<file path="src/rtl/wrr_lock_arbiter_pkg.sv">
// Shared types and helpers for the weighted round-robin lock arbiter.
// The state enum, the default weight and a reference round-robin pick function live here.
package arb_pkg;

    typedef enum logic [0:0] {
        IDLE = 1'b0,
        LOCK = 1'b1
    } arb_state_e;

    localparam int DEFAULT_WEIGHT = 1;
    localparam int MAX_N          = 16;

    // Returns the first set index scanning ptr, ptr+1, ... with wrap modulo n, or -1 if none.
    function automatic int rr_pick(input logic [MAX_N-1:0] req, input int ptr, input int n);
        int pick;
        int idx;
        pick = -1;
        for (int k = 0; k < MAX_N; k++) begin
            if (k < n) begin
                idx = (ptr + k) % n;
                if (pick < 0 && req[idx]) begin
                    pick = idx;
                end
            end
        end
        return pick;
    endfunction

endpackage

</file>
<file path="src/rtl/wrr_lock_arbiter_rr_find_first.sv">
// Combinational round-robin search: rotate the request vector so ptr lands at bit 0,
// priority-encode the lowest set bit, then map the offset back to an absolute index.
module rr_find_first #(
    parameter int N = 4,
    localparam int IW = $clog2(N)
) (
    input  logic [N-1:0]  i_req,
    input  logic [IW-1:0] i_ptr,
    output logic [IW-1:0] o_idx,
    output logic          o_found
);

    logic [2*N-1:0] w_double;
    logic [2*N-1:0] w_shift;
    logic [N-1:0]   w_rot;
    logic [IW-1:0]  w_off;
    int             w_sum;

    assign w_double = {i_req, i_req};
    assign w_shift  = w_double >> i_ptr;
    assign w_rot    = w_shift[N-1:0];

    always_comb begin
        o_found = 1'b0;
        w_off   = '0;
        for (int i = N - 1; i >= 0; i--) begin
            if (w_rot[i]) begin
                o_found = 1'b1;
                w_off   = IW'(i);
            end
        end
    end

    // Unrotate with an explicit modulo so non-power-of-two N still wraps correctly.
    always_comb begin
        w_sum = int'(i_ptr) + int'(w_off);
        if (w_sum >= N) begin
            w_sum = w_sum - N;
        end
        o_idx = IW'(w_sum);
    end

endmodule

</file>
<file path="src/rtl/wrr_lock_arbiter.sv">
// Weighted round-robin arbiter that locks each grant for a whole transaction.
// Credits reload lazily from weight only when no requester has credit left.
module wrr_lock_arbiter
    import arb_pkg::*;
#(
    parameter int N  = 4,
    parameter int CW = 4,
    localparam int IW = $clog2(N)
) (
    input  logic          clk,
    input  logic          rst,
    input  logic          en,
    input  logic [N-1:0]  req,
    input  logic          last,
    input  logic [N*CW-1:0] weight,
    output logic [N-1:0]  grant,
    output logic          grant_valid,
    output logic [IW-1:0] grant_id
);

    arb_state_e    r_state;
    logic [IW-1:0] r_ptr;
    logic [CW-1:0] r_credit [N];
    logic [N-1:0]  r_grant;
    logic          r_grantValid;
    logic [IW-1:0] r_grantId;

    logic [N-1:0]  w_elig;
    logic [N-1:0]  w_cand;
    logic          w_arbitrate;
    logic          w_reload;
    logic [IW-1:0] w_winIdx;
    logic          w_found;
    logic          w_release;
    logic [CW-1:0] w_ownerCred;
    logic [CW-1:0] w_credDec;
    logic [IW-1:0] w_nextPtr;

    always_comb begin
        w_elig = '0;
        for (int i = 0; i < N; i++) begin
            w_elig[i] = req[i] && (r_credit[i] != '0);
        end
    end

    assign w_arbitrate = (r_state == IDLE) && en && (|req);
    assign w_reload    = w_arbitrate && (w_elig == '0);
    assign w_cand      = w_reload ? req : w_elig;

    rr_find_first #(.N(N)) u_findFirst (
        .i_req   (w_cand),
        .i_ptr   (r_ptr),
        .o_idx   (w_winIdx),
        .o_found (w_found)
    );

    // Releasing owner decides where the pointer goes: stay while it still has credit.
    assign w_release   = (r_state == LOCK) && (last || !req[r_grantId]);
    assign w_ownerCred = r_credit[r_grantId];
    assign w_credDec   = (w_ownerCred == '0) ? '0 : w_ownerCred - CW'(1);
    assign w_nextPtr   = (int'(r_grantId) == N - 1) ? '0 : r_grantId + IW'(1);

    always_ff @(posedge clk or posedge rst) begin
        if (rst) begin
            r_state      <= IDLE;
            r_ptr        <= '0;
            r_grant      <= '0;
            r_grantValid <= 1'b0;
            r_grantId    <= '0;
            for (int i = 0; i < N; i++) begin
                r_credit[i] <= '0;
            end
        end else begin
            case (r_state)
                IDLE: begin
                    if (w_arbitrate && w_found) begin
                        r_grant      <= N'(1) << w_winIdx;
                        r_grantValid <= 1'b1;
                        r_grantId    <= w_winIdx;
                        r_state      <= LOCK;
                        if (w_reload) begin
                            for (int i = 0; i < N; i++) begin
                                r_credit[i] <= (weight[i*CW +: CW] == '0) ?
                                               CW'(DEFAULT_WEIGHT) : weight[i*CW +: CW];
                            end
                        end
                    end
                end
                LOCK: begin
                    if (w_release) begin
                        r_credit[r_grantId] <= w_credDec;
                        r_ptr        <= (w_credDec == '0) ? w_nextPtr : r_grantId;
                        r_grant      <= '0;
                        r_grantValid <= 1'b0;
                        r_grantId    <= '0;
                        r_state      <= IDLE;
                    end
                end
                default: r_state <= IDLE;
            endcase
        end
    end

    assign grant       = r_grant;
    assign grant_valid = r_grantValid;
    assign grant_id    = r_grantId;

endmodule

</file>
<file path="config.mk">
export PLATFORM = sky130hd
export DESIGN_NAME = wrr_lock_arbiter
export DESIGN_NICKNAME = d
export VERILOG_FILES = /design/src/rtl/wrr_lock_arbiter_pkg.sv /design/src/rtl/wrr_lock_arbiter_rr_find_first.sv /design/src/rtl/wrr_lock_arbiter.sv
export SDC_FILE = /design/constraint.sdc
export NUM_CORES = 1
export LEC_CHECK = 0
export BUFFER_PORTS_ARGS = -buffer_cell sky130_fd_sc_hd__buf_2
export CORE_ASPECT_RATIO = 1.5
export CORE_MARGIN = 5
export CORE_UTILIZATION = 45
export DETAILED_ROUTE_END_ITERATION = 7
export PLACE_DENSITY_LB_ADDON = 0.05
export SETUP_SLACK_MARGIN = 0.02
export SYNTH_ARGS = -nofsm -noshare
export SYNTH_HDL_FRONTEND = slang
export SYNTH_HIERARCHICAL = 1
export SYNTH_SLANG_ARGS = --single-unit
</file>
<file path="constraint.sdc">
create_clock -name clk -period 3.06 [get_ports clk]
set_input_delay 0.306 -clock clk [delete_from_list [all_inputs] [get_ports clk]]
set_output_delay 0.306 -clock clk [all_outputs]
set_load 0.02 [all_outputs]
</file>
After elaboration in Yosys (flattened, before gate mapping). Index checks and enable logic that the tools add are counted.

Add/subtract/negate cells: 4. Reduce and logical (&&, ||, !) cells: 27. Shift operators: 2. Eq/ne operators: 4. Bitwise operators: 2. $lt $le $gt $ge: 4. Mux-type cells: 41.

Operator list (count): two-way mux 16 bit (3); two-way mux 4 bit (11); case mux 16 bit (2 select lines) (1); logical NOT 4 bit (7); two-way mux 2 bit (9); bitwise mux 16 bit (1); nonzero test 4 bit (4); logical AND 1 bit (10); two-way mux 1 bit (9); binary-select mux 4 bit (select 2 bit) (1); demux 4 bit (select 2 bit) (1); case mux 4 bit (2 select lines) (1); >> shifter 8 x 2 -> 4 bit (1); >= comparator 3 bit, second input constant (2); inequality test 2 x 1 -> 1 bit, second input constant (2); case mux 1 bit (2 select lines) (2); case mux 2 bit (2 select lines) (1); AND reduction 2 bit (2); OR reduction 4 bit (1); left shift 1 x 2 -> 4 bit, first input constant (1); subtractor 4 x 1 -> 4 bit, second input constant (1); adder 2 x 2 -> 3 bit (1); < comparator 2 x 3 -> 1 bit, second input constant (1); < comparator 3 x 1 -> 1 bit, second input constant (1); other kinds (10) (10).

Bits in registers: 26. Logic and storage cells: 93. Input bits: 24.

Depth between registers and ports, before layout.
Word-level depth: 16. Gate-level depth with buffers: 16.

Modules after synthesis. The synthesis kept the hierarchy.

By module, submodules not included: wrr_lock_arbiter (instances 1, area an instance 1604.0 um2, cells each 155); rr_find_first (instances 1, area an instance 180.2 um2, cells each 23).

Worst setup path after synthesis. No wires, ideal clock.

Path kind: register to register. Start: register r_credit[8] (netlist bit). End: register r_grant[3] (netlist: grant[3]). Data arrival time: 2870 ps. Cell stages (with the launch flop): 15. Data required time: 2950 ps. Clock period less this slack: 2980 ps. Setup time: 110 ps. Slack: 80 ps. Cells stage by stage: dfrtp_1 > o41ai_1 > nand4_1 > nor2_1 > nand2_1 > nand2_1 > nor2b_1 > a21oi_1 > o22ai_1 > o21a_1 > ha_1 > xnor2_1 > xnor2_1 > inv_1 > o41ai_1.

Longest elaborated chain between the ends: 16. Elaborated cells on any way between the ends: 24. Those cells by class: 2 x add/sub; 1 x order compare; 1 x eq/ne; 2 x shift; 12 x mux; 6 x reduce/logical.

Ends and longest elaborated chain: start, declared (RTL line wrr_lock_arbiter.sv:23) `logic [CW-1:0] r_credit [N];`; start signal, assigned by index (RTL line wrr_lock_arbiter.sv:83) `r_credit[i] <= (weight[i*CW +: CW] == '0) ?`; start signal, assigned by index (RTL line wrr_lock_arbiter.sv:91) `r_credit[r_grantId] <= w_credDec;`; nonzero test 4 bit (*) (RTL line wrr_lock_arbiter.sv:42) `w_elig[i] = req[i] && (r_credit[i] != '0);`; logical AND 1 bit (*) (RTL line wrr_lock_arbiter.sv:42); logical NOT 4 bit (*) (RTL line wrr_lock_arbiter.sv:47) `assign w_reload = w_arbitrate && (w_elig == '0);`; logical AND 1 bit (*) (RTL line wrr_lock_arbiter.sv:47); two-way mux 4 bit (*) (RTL line wrr_lock_arbiter.sv:48) `assign w_cand = w_reload ? req : w_elig;`; via w_cand[0] (RTL line wrr_lock_arbiter.sv:29) `logic [N-1:0] w_cand;`; >> shifter 8 x 2 -> 4 bit (*) (RTL line wrr_lock_arbiter_rr_find_first.sv:20) `assign w_shift = w_double >> i_ptr;`; two-way mux 2 bit (3 in series) (RTL line wrr_lock_arbiter_rr_find_first.sv:27) `if (w_rot[i]) begin`; two-way mux 2 bit (*) (RTL line wrr_lock_arbiter_rr_find_first.sv:27); adder 2 x 2 -> 3 bit (*) (RTL line wrr_lock_arbiter_rr_find_first.sv:36) `w_sum = int'(i_ptr) + int'(w_off);`; >= comparator 3 bit or subtractor 2 x 1 -> 2 bit (tied branches) (RTL line wrr_lock_arbiter_rr_find_first.sv:37, wrr_lock_arbiter_rr_find_first.sv:38); two-way mux 2 bit (*) (RTL line wrr_lock_arbiter_rr_find_first.sv:37) `if (w_sum >= N) begin`; via w_winIdx[1] (RTL line wrr_lock_arbiter.sv:32) `logic [IW-1:0] w_winIdx;`; left shift 1 x 2 -> 4 bit (*) (RTL line wrr_lock_arbiter.sv:77) `r_grant <= N'(1) << w_winIdx;`; two-way mux 4 bit (*) (RTL line wrr_lock_arbiter.sv:76) `if (w_arbitrate && w_found) begin`; case mux 4 bit (2 select lines) (*) (RTL line wrr_lock_arbiter.sv:74) `case (r_state)`; end signal, assigned (RTL line wrr_lock_arbiter.sv:77); end, declared (RTL line wrr_lock_arbiter.sv:24) `logic [N-1:0] r_grant;`.

Mark *: on every way through the listed nets, which the timed path passes. The rest lies on a longest branch. The select of a mux whose other input is x is not followed. A chain may end at the register's enable or synchronous reset.

Worst setup path in the final report.
Start: register r_credit[12] (netlist bit). End: register r_grant[0] (netlist: grant[0]).

Same word-level chain as after synthesis.

==> impl_metrics.yaml <==
pwr:
  power.total_mw: 2.513
  powerDensity_nw_per_um2: 1060
  max-vdd-ir-drop_uv: 672.6
  power.leakage_nw: 1.095
timing:
  finClkSkew_ns: 0.002817
  finalSetupViolCount: 0
  fin_crit_ns: 3.006
  hold_violations: 0
  drv_slew: 0
  max_slew_margin_pct: 29.64
  rsz0062_at_grt: "true"
  worst_slack_ns: 0.05447
  worst_pin_slew_ns: 1.054
  fmax_mhz: 332.7
  hold_ws_ns: 0.2519
  post-route-period-util_pct: 98.22
clock_network:
  cts_buffers: 3
  cts.sinks: 26
  clockBufferDepth: 2
  worstSkewPairLatency_ns: 0.27
  h-tree-depth: 1
  cts_tree: "done"
  root_buffer: "clkbuf_8"
  clkTransAtPathRegs_ns: 0.09
  hold_buffers: 0
place:
  port_buffers: 30
  hpwl_um: 4015
  dp_slack_ns: -0.1597
  routabilityCongestion: 0.8497
  place_area_um2: 2110
outcome:
  status: "finished clean"
logic_synthesis:
  ys_seq_area_share_pct: 36.47
  yosysMostFrequentCell: "dfrtp_1"
  synth_cell_type_count: 47
  yosys.area.top_type: "dfrtp_1"
  async_flop_share_pct: 100.0
  synth_nets: 207
  synth.cell_area_um2: 1784
  yosysWarnings: 6
  synth-edff-count: 0
  avgSynthCellArea_um2: 10.02
  synthFlopType: "dfrtp_1"
  synth_area_leaders: "dfrtp_1 36%, mux4_2 6.3%, a221o_1 4.5%"
  synthCells: 178
  synth_top_area_share_pct: 36.47
  synthTopCellsByCount: "26 x dfrtp_1, 15 x nand2_1, 14 x nor2_1, 10 x inv_1"
  ys_ff_latch: 26
routing:
  ant_nets: 0
  dr.first_iter.drc_count: 75
  drcViolationCount: 0
  wirelength_um: 5433
  wire_per_inst_um: 19.06
  firstDrtPassIters: 4
  vias_per_cell: 5.951
  vias: 1696
floorplanning:
  io_pins: 31
  initial_utilization_pct: 45.88
  die_width_um: 61.41
  dieArea_um2: 5350
  core_um2: 3889
  row_count: 28
  die_y_um: 87.12
layout:
  finish.instance_area_um2: 2370
  fillers: 317
  final_nets: 270
  final_core_util_pct: 60.94
  drive_gt1_share_pct: 46.67
  n_antenna_cell: 0
  areaGrowthSynthToFinish_pct: 32.82
critical_path:
  r2r_setup_slack_ns: 0.05
  critPathMaxFanout: 4
  arrival_ns: 3.19
  cp-start-kind: "register"
  crit_slowest_cell: "dfrtp_1"
  required_ns: 3.25
  critPathCaptureType: "register"
  crit_chain: "o41ai_2 > buf_4 > nand4_1 > nor2_2 > buf_4 > o21a_1 > inv_2 > a2bb2oi_2 > o211ai_1 > o21a_1 > ha_2 > xnor2_2 > xnor2_2 > buf_4 > o31ai_1"
  cp_common_cell: "buf_4"
  slowest_delay_ns: 0.40
  crit_type: "reg2reg"
global_route:
  grt_max_degree: 27
  antenna_found_initial: 0
  grt_pass1_vias: 1829
  grt_pass1_wl_um: 8604
  grt_overflow: 0
  grt_usage_pct: 21.75
min_path:
  hold_class: "in2reg"
run:
  maxCapViolCount: 0
[placed cells by master (no fill, tap or decap), types with 4 or more instances in the layout]
master and instances:
buf_2 30, nor3_1 8, o21ai_0 6, nand3_1 8
nor2_1 12, a21oi_1 6, o21ai_2 6, mux2_2 5
mux4_2 5, or4_1 4, inv_1 8, ha_1 4
a221o_1 8, dfrtp_1 26, buf_4 34, nand2_1 14
[kinds of logic (layout without fill, tap and decap cells)]
family          Yosys count  count (layout)  synth area share (%)
mux                      12              12                 10.94
fa+ha+maj                 5               5                 3.506
flops                    26              26                 36.47
xor+xnor                  2               2                0.9819
simple gates             65              65                 19.71
buf+inv                  17              79                 4.698
compound gates           51              51                 23.70
[area by class of cell]
cell class | count | area [um^2] | share of cell area, %
inverter | 10 | 37.54 | 1.584
timing repair buffer | 65 | 416.7 | 17.58
tap | 45 | 56.30 | 2.376
multi-input combinational | 135 | 1137 | 47.99
sequential | 26 | 650.6 | 27.46
clock inverter | 1 | 30.03 | 1.267
clock buffer | 3 | 41.29 | 1.742
[worst max-delay path: cells and delay by family (launching register included)]
family                   cells  cell delay [ns]
adder cells (fa/ha/maj)      1             0.19
flip-flops                   1             0.40
AND/OR/NAND/NOR              2             0.32
buffers and inverters        4             0.54
XOR/XNOR                     2             0.25
AO/OA/AOI/OAI                6             1.23
[state kept, by name, indices dropped and copies added (netlist names)]
signal       count
grant_id         2
grant_valid      1
r_state          1
r_credit        16
grant            4
r_ptr            2
[report_power, final]
group | total, mW | switching (mW) | internal (mW)
combinational | 1.58 | 0.849 | 0.731
clock | 0.290 | 0.114 | 0.175
sequential | 0.644 | 0.164 | 0.479
[through the flow]
stage                     cells  setup TNS, ns
after global placement      268        -0.1085
after floorplan             178              0
final                       285              0
after global routing        285        -0.3906
after detailed placement    268        -0.1843
after CTS                   281              0
[layer usage]
metal | share of wire [%] | GRT usage [%] | wire length (um)
met1 | 36 | 24.16 | 1972
met2 | 56 | 39.02 | 3019
met3 | 4.7 | 2.967 | 256
met4 | 3.4 | 10.42 | 185
met5 | 0 | 0 | 0
[worst paths after layout]
path / from / end / cells after the start
min in group asynchronous: rst / grant_valid / 2
worst max-delay path: r_credit[12] / grant[0] / 15
worst max register to register: r_credit[12] / grant[0] / 15
worst min-delay path: weight[10] / r_credit[6] / 3
worst min register to register: grant_valid / grant_valid / 2
max in group asynchronous: rst / grant[0] / 2
[what timing repair did]
item / CTS / global route
pin swaps: 6 / 12
buffers inserted: 9 / 4
resized for setup: 9 / 10
setup endpoints to repair: 6 / 18
No activity file was read; power rests on OpenSTA's default activity.
